## src/rtl/fetch_unit_if.sv

```systemverilog
// rtl/fetch_unit_if.sv - instruction memory request/response bus
interface fetch_unit_if;
  logic        imem_req_valid;
  logic        imem_req_ready;
  logic [31:0] imem_req_addr;
  logic        imem_rsp_valid;
  logic [31:0] imem_rsp_data;

  modport master (
    output imem_req_valid,
    output imem_req_addr,
    input  imem_req_ready,
    input  imem_rsp_valid,
    input  imem_rsp_data
  );

  modport slave (
    input  imem_req_valid,
    input  imem_req_addr,
    output imem_req_ready,
    output imem_rsp_valid,
    output imem_rsp_data
  );
endinterface

```

## src/rtl/fetch_unit.sv

```systemverilog
// rtl/fetch_unit.sv - sequential instruction fetch with prefetch queue and redirect flush
module fetch_unit #(
  parameter logic [31:0] RESET_PC = 32'h0000_0000,
  parameter int          DEPTH    = 4
) (
  input  logic        clk,
  input  logic        reset,
  fetch_unit_if.master imem,
  output logic        validD,
  output logic [31:0] instrD,
  output logic [31:0] PCD,
  output logic [31:0] PCPlus4D,
  input  logic        StallD,
  input  logic        redirectE,
  input  logic [31:0] redirect_pcE
);
  localparam int PW = $clog2(DEPTH);
  localparam int CW = PW + 1;
  localparam logic [31:0] NOP = 32'h0000_0013;

  logic [31:0]   pcf;
  logic [31:0]   rsp_pc;
  logic [CW-1:0] count;
  logic [CW-1:0] inflight;
  logic [CW-1:0] drop;
  logic [PW-1:0] rptr;
  logic [PW-1:0] wptr;
  logic [31:0]   instr_q [DEPTH];
  logic [31:0]   pc_q    [DEPTH];

  logic [CW:0]   used;
  logic [CW-1:0] inflight_rsp;
  logic [31:0]   target;
  logic          fire;
  logic          push;
  logic          pop;

  // Credit covers both queued and in-flight words so a response always has a slot.
  assign used                = {1'b0, count} + {1'b0, inflight};
  assign imem.imem_req_valid = reset && !redirectE && (used < (CW+1)'(DEPTH));
  assign imem.imem_req_addr  = pcf;

  assign fire         = imem.imem_req_valid && imem.imem_req_ready;
  assign push         = imem.imem_rsp_valid && (drop == '0);
  assign pop          = validD && !StallD;
  assign target       = redirect_pcE & 32'hFFFF_FFFC;
  assign inflight_rsp = inflight - CW'(imem.imem_rsp_valid);

  assign validD   = (count != '0);
  assign instrD   = validD ? instr_q[rptr] : NOP;
  assign PCD      = validD ? pc_q[rptr] : 32'h0;
  assign PCPlus4D = validD ? pc_q[rptr] + 32'd4 : 32'h0;

  always_ff @(posedge clk or negedge reset) begin
    if (!reset) begin
      pcf      <= RESET_PC;
      rsp_pc   <= RESET_PC;
      count    <= '0;
      inflight <= '0;
      drop     <= '0;
      rptr     <= '0;
      wptr     <= '0;
    end else if (redirectE) begin
      // Everything still in flight was fetched down the wrong path.
      pcf      <= target;
      rsp_pc   <= target;
      count    <= '0;
      rptr     <= '0;
      wptr     <= '0;
      inflight <= inflight_rsp;
      drop     <= inflight_rsp;
    end else begin
      if (fire) pcf <= pcf + 32'd4;
      inflight <= inflight_rsp + CW'(fire);
      if (imem.imem_rsp_valid && (drop != '0)) drop <= drop - CW'(1);
      if (push) begin
        wptr   <= wptr + PW'(1);
        rsp_pc <= rsp_pc + 32'd4;
      end
      if (pop) rptr <= rptr + PW'(1);
      count <= count + CW'(push) - CW'(pop);
    end
  end

  always_ff @(posedge clk) begin
    if (push && !redirectE) begin
      instr_q[wptr] <= imem.imem_rsp_data;
      pc_q[wptr]    <= rsp_pc;
    end
  end

  always_ff @(posedge clk) begin
    if (reset && !redirectE) assert (!(push && count == CW'(DEPTH)));
  end
endmodule

```

## src/flat_wrapper.sv

```systemverilog
// flat-port wrapper written by rule: the top's interface ports become plain ports
module fetch_unit_flat 
#(
  parameter logic [31:0] RESET_PC = 32'h0000_0000,
  parameter int          DEPTH    = 4
)
  (clk, reset, validD, instrD, PCD, PCPlus4D, StallD, redirectE, redirect_pcE, imem_imem_req_valid, imem_imem_req_addr, imem_imem_req_ready, imem_imem_rsp_valid, imem_imem_rsp_data);
  fetch_unit_if imem_i ();
  input  logic clk;
  input  logic reset;
  output logic validD;
  output logic [31:0] instrD;
  output logic [31:0] PCD;
  output logic [31:0] PCPlus4D;
  input  logic StallD;
  input  logic redirectE;
  input  logic [31:0] redirect_pcE;
  output wire logic [$bits(imem_i.imem_req_valid)-1:0] imem_imem_req_valid;
  output wire logic [$bits(imem_i.imem_req_addr)-1:0] imem_imem_req_addr;
  input wire logic [$bits(imem_i.imem_req_ready)-1:0] imem_imem_req_ready;
  input wire logic [$bits(imem_i.imem_rsp_valid)-1:0] imem_imem_rsp_valid;
  input wire logic [$bits(imem_i.imem_rsp_data)-1:0] imem_imem_rsp_data;
  assign imem_imem_req_valid = imem_i.imem_req_valid;
  assign imem_imem_req_addr = imem_i.imem_req_addr;
  assign imem_i.imem_req_ready = imem_imem_req_ready;
  assign imem_i.imem_rsp_valid = imem_imem_rsp_valid;
  assign imem_i.imem_rsp_data = imem_imem_rsp_data;
  fetch_unit #(.RESET_PC(RESET_PC), .DEPTH(DEPTH)) u_core (.clk(clk), .reset(reset), .imem(imem_i), .validD(validD), .instrD(instrD), .PCD(PCD), .PCPlus4D(PCPlus4D), .StallD(StallD), .redirectE(redirectE), .redirect_pcE(redirect_pcE));
endmodule
```

## config.mk

```make
export PLATFORM = sky130hd
export DESIGN_NAME = fetch_unit_flat
export DESIGN_NICKNAME = d
export VERILOG_FILES = /design/src/rtl/fetch_unit_if.sv /design/src/rtl/fetch_unit.sv /design/src/flat_wrapper.sv
export SDC_FILE = /design/constraint.sdc
export NUM_CORES = 1
export LEC_CHECK = 0
export ABC_CLOCK_PERIOD_IN_PS = 4800
export BUFFER_PORTS_ARGS = -buffer_cell sky130_fd_sc_hd__buf_2
export CORE_MARGIN = 2
export CORE_UTILIZATION = 30
export CTS_CLUSTER_DIAMETER = 40
export DETAILED_ROUTE_END_ITERATION = 16
export GPL_ROUTABILITY_DRIVEN = 0
export PLACE_DENSITY = 0.46
export SYNTH_ARGS = -nofsm -noshare
export SYNTH_HDL_FRONTEND = slang
export SYNTH_SLANG_ARGS = --single-unit
```

## constraint.sdc

```tcl
create_clock -name clk -period 4.8 [get_ports clk]
set_clock_uncertainty 0.1 [all_clocks]
set_input_delay 0.72 -clock clk [delete_from_list [all_inputs] [get_ports clk]]
set_output_delay 0.72 -clock clk [all_outputs]
set_load 0.05 [all_outputs]
```

[After elaboration in Yosys (flattened, before gate mapping)]
Memory sizes are Yosys's and may differ from the RTL's.
Index checks and enable logic that the tools add are counted.
Word-level totals
  register bits after elaboration: 77
  output and inout port bits: 130
  word-level logic and storage cells: 54
  memories kept: 2
  memory bits (writable): 256
Cells by class
  reduce and logical (&&, ||, !) cells: 16
  add/sub/neg operators: 11
  muxes and demuxes: 17
  $lt $le $gt $ge: 1
Memories
  u_core.instr_q: words 4, width 32, rd ports 1, clocked after Yosys merged registers in 0, wr ports 1, line fetch_unit.sv:28  | logic [31:0] instr_q [DEPTH];
  u_core.pc_q: words 4, width 32, rd ports 1, clocked after Yosys merged registers in 0, wr ports 1, line fetch_unit.sv:29  | logic [31:0] pc_q [DEPTH];
Operators with widths (count)
  32-bit two-way mux: 7
  32-bit by 3-bit adder with 32-bit output (second input constant): 3
  3-bit two-way mux: 4
  2-bit two-way mux: 4
  2-bit nonzero test: 4
  1-bit logical AND: 7
  3-bit by 1-bit adder with 3-bit output: 2
  3-bit nonzero test: 2
  3-bit by 1-bit subtractor with 3-bit output: 2
  2-bit by 1-bit adder with 2-bit output (second input constant): 2
  3-bit by 3-bit adder with 4-bit output: 1
  4-bit by 3-bit < comparator with 1-bit output (second input constant): 1
  3-bit zero test: 1
  3-bit by 1-bit subtractor with 3-bit output (second input constant): 1
  1-bit zero test: 2
  1-bit two-way mux: 2

[Longest topological paths before layout]
Gate-level depths: netlist of the first run.
  depth after elaboration: 6
  gate-level depth with buffers: 11
  gate-level depth less buffers: 9

[Least setup slack after synthesis of the first run]
OpenSTA, ideal clock, no wires.
  path kind: register -> output
  start point: register u_core.rptr[1]
  end point: output port PCPlus4D[26]
  setup slack: 0.419 ns
  stages on the path, launching flop included: 12
  arrival: 3.561 ns
  cells stage by stage: dfrtp_1 > buf_4 > buf_4 > buf_2 > buf_2 > mux4_2 > ha_1 > nand3_1 > or4b_1 > buf_2 > or4_1 > a21oi_1
Between the ends
  cells in the longest elaborated chain, start to end: 3
Ends and longest elaborated chain
  start, declared: line fetch_unit.sv:26  | logic [PW-1:0] rptr;
  start signal, assigned: line fetch_unit.sv:80  | if (pop) rptr <= rptr + PW'(1);
  memory read 4 x 32 bit
  32-bit by 3-bit adder with 32-bit output: line fetch_unit.sv:52  | assign PCPlus4D = validD ? pc_q[rptr] + 32'd4 : 32'h0;
  32-bit two-way mux: line fetch_unit.sv:52
  end, declared: line flat_wrapper.sv:14  | output logic [31:0] PCPlus4D;
No other way between the ends.

[Worst setup path after layout of the first run]
  start point: register u_core.rptr[0]
  end point: output port PCPlus4D[28]
Same word-level chain as after synthesis.

==> results of run 1 <==
registers in the layout, indices dropped and copies added (netlist names):
signal                     count
u_core.wptr                    2
u_core.drop                    3
u_core.imem.imem_req_addr     30
u_core.rptr                    2
u_core.count                   3
u_core.instr_q               128
u_core.pc_q                  120
u_core.inflight                3
u_core.rsp_pc                 30
final cells by class:
cell class / count / area share
Sequential cell: 321 / 0.5161
Multi-Input combinational cell: 572 / 0.2656
Clock buffer: 63 / 0.08058
Timing Repair Buffer: 210 / 0.06507
Tap cell: 615 / 0.04280
Clock inverter: 42 / 0.02394
Inverter: 28 / 0.005846
Antenna cell: 1 / 0.0001392
placed cells by master, fill, tap and decap left out, types with 12 or more instances in the layout:
| master | instances |
|---|---|
| edfxtp_1 | 248 |
| buf_2 | 189 |
| dfrtp_1 | 71 |
| and2_1 | 60 |
| nor2_1 | 60 |
| clkbuf_16 | 57 |
| mux4_2 | 53 |
| nand2_1 | 42 |
| xor2_1 | 33 |
| nand3_1 | 30 |
| a21oi_1 | 30 |
| inv_1 | 27 |
| xnor2_1 | 27 |
| nand4_1 | 22 |
| mux2_2 | 22 |
| nor4_1 | 20 |
| o21ai_0 | 17 |
| or3_1 | 16 |
| ha_1 | 16 |
| nor3_1 | 14 |
| buf_4 | 14 |
| and3_1 | 12 |
power groups by stage:
stage / clock (W) / sequential [W] / combinational (W)
floorplan: 0 / 0.00339 / 0.00312
global placement: 0 / 0.00338 / 0.00421
detailed placement: 0 / 0.00339 / 0.00421
CTS: 0.00403 / 0.00334 / 0.00422
global route: 0.00416 / 0.00336 / 0.00444
finish: 0.00393 / 0.00334 / 0.00417
cell families after synthesis:
| group | Yosys count | share of synthesized area |
|---|---|---|
| buffers and inverters | 79 | 0.02507 |
| AOI/OAI and AO/OA | 81 | 0.03456 |
| xor gates and xnor gates | 60 | 0.03656 |
| muxes | 89 | 0.1206 |
| other | 1 | 0.0002609 |
| adders and majority gates | 18 | 0.01619 |
| DFF | 321 | 0.6452 |
| and+or+nand+nor | 318 | 0.1215 |
worst register-to-register path, cell delays in order (launching register included):
cell and delay (ns):
dfrtp_1 0.40, ha_1 0.30, nor4b_1 0.45, and4_1 0.58, nand4_1 0.60, or3_1 0.54, a221oi_1 0.25
through the flow:
stage / utilization / instances
floorplan: - / 972
global placement: 0.3383 / 1746
detailed placement: 0.3383 / 1746
CTS: 0.3779 / 1851
global route: 0.3781 / 1851
finish: 0.3782 / 1852
final timing paths:
check	start	to	cells after the start
setup / recovery	u_core.rptr[0]	PCPlus4D[28]	7
hold / removal	reset	u_core.imem.imem_req_addr[3]	2
setup reg to reg	u_core.inflight[2]	u_core.imem.imem_req_addr[31]	6
hold reg to reg	u_core.drop[1]	u_core.drop[1]	2
max in group asynchronous	reset	u_core.rptr[0]	3
min in group clk	imem_imem_rsp_data[30]	u_core.instr_q[1][30]	1
layer usage:
layer  vias to the layer above  track usage  routed length [microns]
met5                         -            0                       11
met4                         2      0.04590                      775
met3                        56      0.03161                     1986
met2                       264       0.2181                    15870
met1                      4488       0.2155                    17820
li1                       4152            -                        -
timing repair:
action,CTS,global route
gates resized for setup,1,5
endpoints found under the setup margin,1,4
hold buffers,0,0
setup buffers,0,0
==> results.yml, run 1 <==
yosys:
  synthTopCellsByArea: "edfxtp_1 52%, dfrtp_1 13%, mux4_2 8.1%"
  synth_top_flop_cell: "edfxtp_1"
  async_flop_share: 0.2274
  synthCells: 967
  synth_area_leader_cell: "edfxtp_1"
  yosysSeqAreaShare: 0.6452
  yosysMostFrequentCell: "edfxtp_1"
  yosysWarnings: 0
  netlist_area_sq_mm: 0.01437
  synth_top_cell_area_share: 0.5181
  synth.ff_latch_count: 321
  syn_avg_cell_area_sq_um: 14.86
  synth_edf_count: 248
  yosysUniqueCellTypes: 52
  synth_commonest_cells: "248 x edfxtp_1, 73 x dfrtp_1, 60 x and2_1, 60 x nor2_1, 52 x mux4_2"
pwr:
  p_sw_w: 0.004708
  p_total_w: 0.01144
  switching_share: 0.4117
  clkPwrFrac: 0.344
  p_comb_frac: 0.365
  powerDensity_mw_per_mm2: 636.0
  pwr-share-seq: 0.292
  peakVddDrop_mv: 0.3299
  p_int_w: 0.006727
  leakagePower_nw: 6.535
routing:
  drt-vias-per-instance: 4.839
  num_vias: 8962
  ant_nets: 0
  drc: 0
  first_iter_violations: 575
  wl_microns: 36460
  first_pass_iters: 5
  wl_per_cell_microns: 19.69
critical_path:
  slowest_stage: "or4b_4"
  crit_buf_inv: 1
  cp.required_ns: 3.98
  crit_type: "reg2out"
  cp_max_fo: 18
  critPathLaunchType: "flip-flop"
  cp-end-kind: "output port"
  worstPathCellList: "mux4_2 > ha_2 > nand3_1 > or4b_4 > or4_1 > a21oi_1 > buf_2"
  cp.arrival_ns: 3.71
  r2r_slack_ns: 1.48
  critical_path.top_delay_family: "simple AND/OR/NAND/NOR gates"
  critPathMaxStageDelay_ns: 0.64
clock_tree:
  cts_buffer_depth: 3
  clk_pin_slew_worst_paths_ns: 0.05
  cts-htree-levels: 2
  clock-root-buffer: "clkbuf_16"
  cts_tree: "done"
  cts_buffers: 57
  clkLatencyLatePin_ns: 0.61
  cts_sinks: 321
sta:
  fin_crit_sh: 0.9447
  hold_viol: 0
  whs_ns: 0.05267
  slew_violations: 0
  worst_pin_slew_ns: 1.147
  fmaxAchievable_mhz: 220.5
  setup_tns_ns: 0
  rsz0062_at_grt: "no"
  slew_headroom: 0.2356
  setup_viol: 0
  layout_setup_ws_ns: 0.2654
  fin_crit_ns: 4.535
global_routing:
  grt_max_degree: 63
  antenna_found_initial: 2
  grt_usage: 0.1472
  grt_pass1_vias: 9182
  grt_pass1_wl_microns: 55860
  gr-total-overflow: 0
placement:
  portBuffers: 191
  dp_hpwl_microns: 24200
  placed_cell_area_sq_mm: 0.01609
  pre_cts_ws_ns: 0.6566
min_path:
  min_path_type: "in2async"
cells_and_area:
  final_area_sq_mm: 0.01798
  layout.nets: 1278
  drive_gt1_frac: 0.3188
  multi_input_area_sq_mm: 0.004775
  seq_area_sq_mm: 0.009279
  syn_to_final_growth_pct: 25.09
  nFillCells: 4589
floorplan:
  die_w_microns: 222.9
  core-area_sq_mm: 0.04755
  fp.dieArea_sq_mm: 0.04968
  rows: 80
  die_h_microns: 222.9
  initial_core_util: 0.3023
  io_pins: 200
run_status:
  status: "finished, final reports clean"
flow_run:
  max-cap-violations: 0
No activity file was read; power rests on OpenSTA's default activity.
==> run 2: changes to the inputs <==
- CORE_UTILIZATION: 30 -> 55
- PLACE_DENSITY: 0.46 -> 0.76
==> run 2 against run 1 <==
Utilization is 28 points higher. Non-clock buffer count shrank 3. Flip-flop and latch count stayed put. First-iteration DRC count increased by 41%. Clock power shrank 21%. Worst hold slack better by 0.15 ns. Via count up 2.3%. Worst setup slack got worse by 0.098 ns. Highest routed layer is now met4.
==> results.yml, run 2 (synthesized netlist as in run 1, its figures left out) <==
sta:
  slew_violations: 0
  rsz0062_at_grt: "no"
  hold_viol: 0
  setup_tns_ns: 0
  setup_viol: 0
  slew_headroom: 0.1906
  fin_crit_ns: 4.632
  worst_pin_slew_ns: 1.203
  fmaxAchievable_mhz: 215.9
  fin_crit_sh: 0.9650
global_routing:
  grt_pass1_wl_microns: 50820
  grt_max_degree: 63
  antenna_found_initial: 0
  grt_usage: 0.2352
  gr-total-overflow: 0
  grt_pass1_vias: 9075
cells_and_area:
  mostFrequentLayoutCell: "edfxtp_1"
  seq_area_sq_mm: 0.009281
  syn_to_final_growth_pct: 18.97
  drive_gt1_frac: 0.3042
  largest_reg_flops: 128
  final_area_sq_mm: 0.01710
  final_cell_mix: "248 x edfxtp_1, 191 x buf_2, 71 x dfrtp_1, 60 x and2_1, 60 x nor2_1"
  multi_input_area_sq_mm: 0.004772
  layout.nets: 1259
  regMostFlops: "u_core.instr_q"
  nFillCells: 1829
  insertedDiodeCount: 0
  reg.largest.list: "u_core.instr_q (128), u_core.pc_q (120)"
clock_tree:
  clk_pin_slew_worst_paths_ns: 0.06
  clock-root-buffer: "clkbuf_16"
  cts_tree: "done"
  cts_buffers: 41
  hold_buffers: 0
  clkLatencyLatePin_ns: 0.53
  cts_buffer_depth: 3
  cts_sinks: 321
  cts-htree-levels: 2
  postCtsSetupBuffers: 0
pwr:
  pwr-share-seq: 0.318
  p_sw_w: 0.004361
  p_comb_frac: 0.387
  switching_share: 0.4134
  powerDensity_mw_per_mm2: 616.9
  leakagePower_nw: 6.282
  p_int_w: 0.006188
  clkPwrFrac: 0.295
  peakVddDrop_mv: 0.6604
critical_path:
  cp-end-kind: "output port"
  reg2reg_depth: 6
  cp_max_fo: 21
  rr_startpoint: "u_core.count[2]"
  crit_end: "PCPlus4D[27]"
  crit_start: "u_core.rptr[1]"
  r2r-end: "u_core.imem.imem_req_addr[31]"
  r2r_slack_ns: 1.41
  cp.arrival_ns: 3.81
  critPathLaunchType: "flip-flop"
  cp.required_ns: 3.98
  crit_type: "reg2out"
placement:
  placed_cell_area_sq_mm: 0.01569
  dp_hpwl_microns: 20630
  portBuffers: 191
floorplan:
  rows: 59
  die_w_microns: 165.7
  fp.dieArea_sq_mm: 0.02744
  io_pins: 200
  core-area_sq_mm: 0.02584
  die_h_microns: 165.7
  initial_core_util: 0.5563
routing:
  first_pass_iters: 7
  wl_per_cell_microns: 20.94
  drt-vias-per-instance: 5.962
  wl_microns: 32210
  first_iter_violations: 811
  num_vias: 9170
  ant_nets: 0
  drc: 0
min_path:
  min_path_type: "in2async"
flow_run:
  max-cap-violations: 0
run_status:
  status: "finished, final reports clean"
run 2: critical path: stages (launching register included):
cell	delay [ns]
dfrtp_4	0.60
buf_4	0.39
mux4_2	0.37
nand4_2	0.17
or4_1	0.71
nor4_1	0.45
mux2_1	0.36
buf_2	0.22
run 2: how the worst min path moves through the flow:
stage / end / slack [ns] / cells after the start
4_1_cts: u_core.imem.imem_req_addr[5] / 0.21 / 2
5_1_grt: u_core.imem.imem_req_addr[5] / 0.24 / 2
3_3_place_gp: u_core.pc_q[2][31] / 0.42 / 0
2_1_floorplan: u_core.count[0] / 0.32 / 0
3_5_place_dp: u_core.pc_q[2][31] / 0.44 / 0
6_report: u_core.imem.imem_req_addr[7] / 0.20 / 2
run 2: timing repair:
item                                    CTS  global route
hold endpoints to repair                  0             0
endpoints found under the setup margin    1             6
gates resized for setup                   1             2
run 2: final cells by class:
| cell class | instances | share of cell area |
|---|---|---|
| clock buffers | 47 | 0.06314 |
| clock inverters | 28 | 0.01902 |
| inverters | 28 | 0.006146 |
| multi-input cells | 572 | 0.2791 |
| flip-flops and latches | 321 | 0.5428 |
| well taps | 335 | 0.02451 |
| repair buffers | 207 | 0.06534 |
run 2: through the flow:
stage	utilization	power [W]	setup WS [ns]	cells	hold slack, ns
global route	0.6618	0.01095	0.006026	1538	0.2367
floorplan	-	0.006519	0.4191	972	0.3244
finish	0.6618	0.01055	0.1679	1538	0.2010
global placement	0.6071	0.007421	0.6594	1463	0.4217
detailed placement	0.6071	0.007479	0.5788	1463	0.4417
CTS	0.6616	0.01060	0.04182	1538	0.2063
run 2: power by group through the flow:
stage               Clock (W)  Sequential (W)  Combinational, W
floorplan                   0         0.00339           0.00312
global placement            0         0.00339           0.00403
global route          0.00326         0.00338           0.00431
finish                0.00311         0.00335           0.00408
detailed placement          0         0.00340           0.00408
CTS                   0.00314         0.00335           0.00410
run 2: metal layers:
layer,global-route usage,up-vias,wire [microns],share of wire
li1,-,4098,-,-
met1,0.3405,4567,13910,0.43
met2,0.3747,442,15200,0.47
met3,0.04397,63,2403,0.075
met4,0.05860,0,700,0.022
met5,0,-,0,0
==> run 3: changes to the inputs <==
- PLACE_DENSITY: 0.76 -> not set
- PLACE_DENSITY_LB_ADDON: not set -> 0.12
==> run 3 against run 2 <==
Via count fell by 3.6%. Non-clock buffer count rose by 2. Cell count rose by 0.33%. Highest routed layer unchanged. Fmax rose by 0.78%.
==> results.yml, run 3 (synthesized netlist as in run 1, its figures left out) <==
clock_tree:
  cts_tree: "done"
  hold_buffers: 0
  postCtsSetupBuffers: 0
  clk_pin_slew_worst_paths_ns: 0.05
  clkLatencyLatePin_ns: 0.52
  cts-htree-levels: 2
  clock-root-buffer: "clkbuf_16"
  cts_buffer_depth: 3
  cts_sinks: 321
  cts_buffers: 43
  ctsResizeCount: 0
pwr:
  switching_share: 0.4123
  clkPwrFrac: 0.293
  peakVddDrop_mv: 0.5408
  p_comb_frac: 0.389
  p_sw_w: 0.004305
  pwr-share-seq: 0.318
  leakagePower_nw: 6.298
  powerDensity_mw_per_mm2: 610.5
  p_int_w: 0.006135
  p_total_w: 0.01044
floorplan:
  fp.dieArea_sq_mm: 0.02744
  die_w_microns: 165.7
  rows: 59
  io_pins: 200
  initial_core_util: 0.5563
  die_h_microns: 165.7
  core-area_sq_mm: 0.02584
cells_and_area:
  regMostFlops: "u_core.instr_q"
  layout.nets: 1263
  largest_reg_flops: 128
  mostFrequentLayoutCell: "edfxtp_1"
  final_cell_mix: "248 x edfxtp_1, 191 x buf_2, 71 x dfrtp_1, 60 x and2_1, 60 x nor2_1"
  final_core_util: 0.6618
  insertedDiodeCount: 0
  reg.largest.list: "u_core.instr_q (128), u_core.pc_q (120)"
  syn_to_final_growth_pct: 18.96
  drive_gt1_frac: 0.3071
critical_path:
  worstPathCellList: "buf_4 > mux4_1 > nand4_2 > or4_1 > nor4_1 > mux2_2 > buf_2"
  crit_start: "u_core.rptr[1]"
  cp-end-kind: "output port"
  r2r_slack_ns: 1.10
  critPathMaxStageDelay_ns: 0.73
  r2r-end: "u_core.imem.imem_req_addr[30]"
  cp_num_cells: 7
  critPathLaunchType: "flip-flop"
  cp.arrival_ns: 3.78
  crit_type: "reg2out"
  cp_max_fo: 21
  critical_path.top_delay_family: "simple AND/OR/NAND/NOR gates"
  reg2reg_depth: 6
  slowest_stage: "or4_1"
  cp.required_ns: 3.98
  crit_end: "PCPlus4D[29]"
  crit_buf_inv: 2
  rr_startpoint: "u_core.inflight[2]"
global_routing:
  grt_pass1_vias: 8874
  antenna_found_initial: 0
  grt_usage: 0.2224
  gr-total-overflow: 0
  grt_pass1_wl_microns: 48810
  grt_max_degree: 74
sta:
  fin_crit_ns: 4.596
  slew_violations: 0
  rsz0062_at_grt: "no"
  worst_pin_slew_ns: 0.9599
  layout_setup_ws_ns: 0.2039
  hold_viol: 0
  setup_viol: 0
  fmaxAchievable_mhz: 217.6
  slew_headroom: 0.3601
  setup_tns_ns: 0
  fin_crit_sh: 0.9575
routing:
  ant_nets: 0
  first_pass_iters: 5
  wl_microns: 30430
  first_iter_violations: 804
  drt-vias-per-instance: 5.730
  drc: 0
  wl_per_cell_microns: 19.72
  num_vias: 8841
min_path:
  min_path_type: "in2reg"
placement:
  dp_hpwl_microns: 19630
  pre_cts_ws_ns: 0.7035
  portBuffers: 191
flow_run:
  max-cap-violations: 0
run_status:
  status: "finished, final reports clean"
-- run 3: changes by cell type in the layout (fill, tap and decap cells not counted), sizes merged --
cell,previous run,this run
clkinvlp,5,3
clkbuf,47,49
inv,35,38
bufinv,5,3
clkinv,11,13
buf,207,209
-- run 3: layout make-up --
type	instances	area, sq um
sequential	321	9279
fill	1896	8738
multi-input combinational	572	4765
timing repair buffer	209	1140
clock buffer	49	1109
tap	335	419.2
clock inverter	29	282.8
inverter	28	105.1
-- run 3: stage by stage --
stage	cells	area (sq um)	hold slack [ns]
after floorplan	972	14390	0.3244
after global placement	1465	15700	0.4323
after detailed placement	1465	15700	0.4405
after CTS	1543	17090	0.2951
after global routing	1543	17100	0.3013
final	1543	17100	0.3157
-- run 3: how the worst min path moves through the flow --
| stage | startpoint | end | slack, ns | depth (start not counted) |
|---|---|---|---|---|
| 2_1_floorplan | reset | u_core.count[0] | 0.32 | 0 |
| 3_3_place_gp | u_core.rsp_pc[31] | u_core.pc_q[1][31] | 0.43 | 0 |
| 3_5_place_dp | u_core.rsp_pc[31] | u_core.pc_q[0][31] | 0.44 | 0 |
| 4_1_cts | imem_imem_rsp_data[25] | u_core.instr_q[2][25] | 0.30 | 1 |
| 5_1_grt | imem_imem_rsp_data[25] | u_core.instr_q[2][25] | 0.30 | 1 |
| 6_report | imem_imem_rsp_data[13] | u_core.instr_q[0][13] | 0.32 | 1 |
-- run 3: layer usage --
| metal | share of wire | up-vias | global-route usage |
|---|---|---|---|
| met5 | 0 | - | 0 |
| met4 | 0.015 | 0 | 0.05104 |
| met3 | 0.067 | 35 | 0.04134 |
| met2 | 0.47 | 338 | 0.3554 |
| met1 | 0.45 | 4368 | 0.3235 |
| li1 | - | 4100 | - |
-- run 3: worst reg2reg max path, stage by stage (launching register included) --
cell      delay (ns)
dfrtp_1         0.41
ha_1            0.30
nor4b_1         0.71
and4_1          0.67
nand4_1         0.61
or3_1           0.54
a221oi_1        0.25
-- run 3: power groups by stage --
stage	logic, W	registers [W]	clock network (W)
floorplan	0.00312	0.00339	0
global placement	0.00405	0.00337	0
detailed placement	0.00408	0.00338	0
CTS	0.00410	0.00332	0.00309
global route	0.00431	0.00335	0.00322
finish	0.00406	0.00332	0.00305
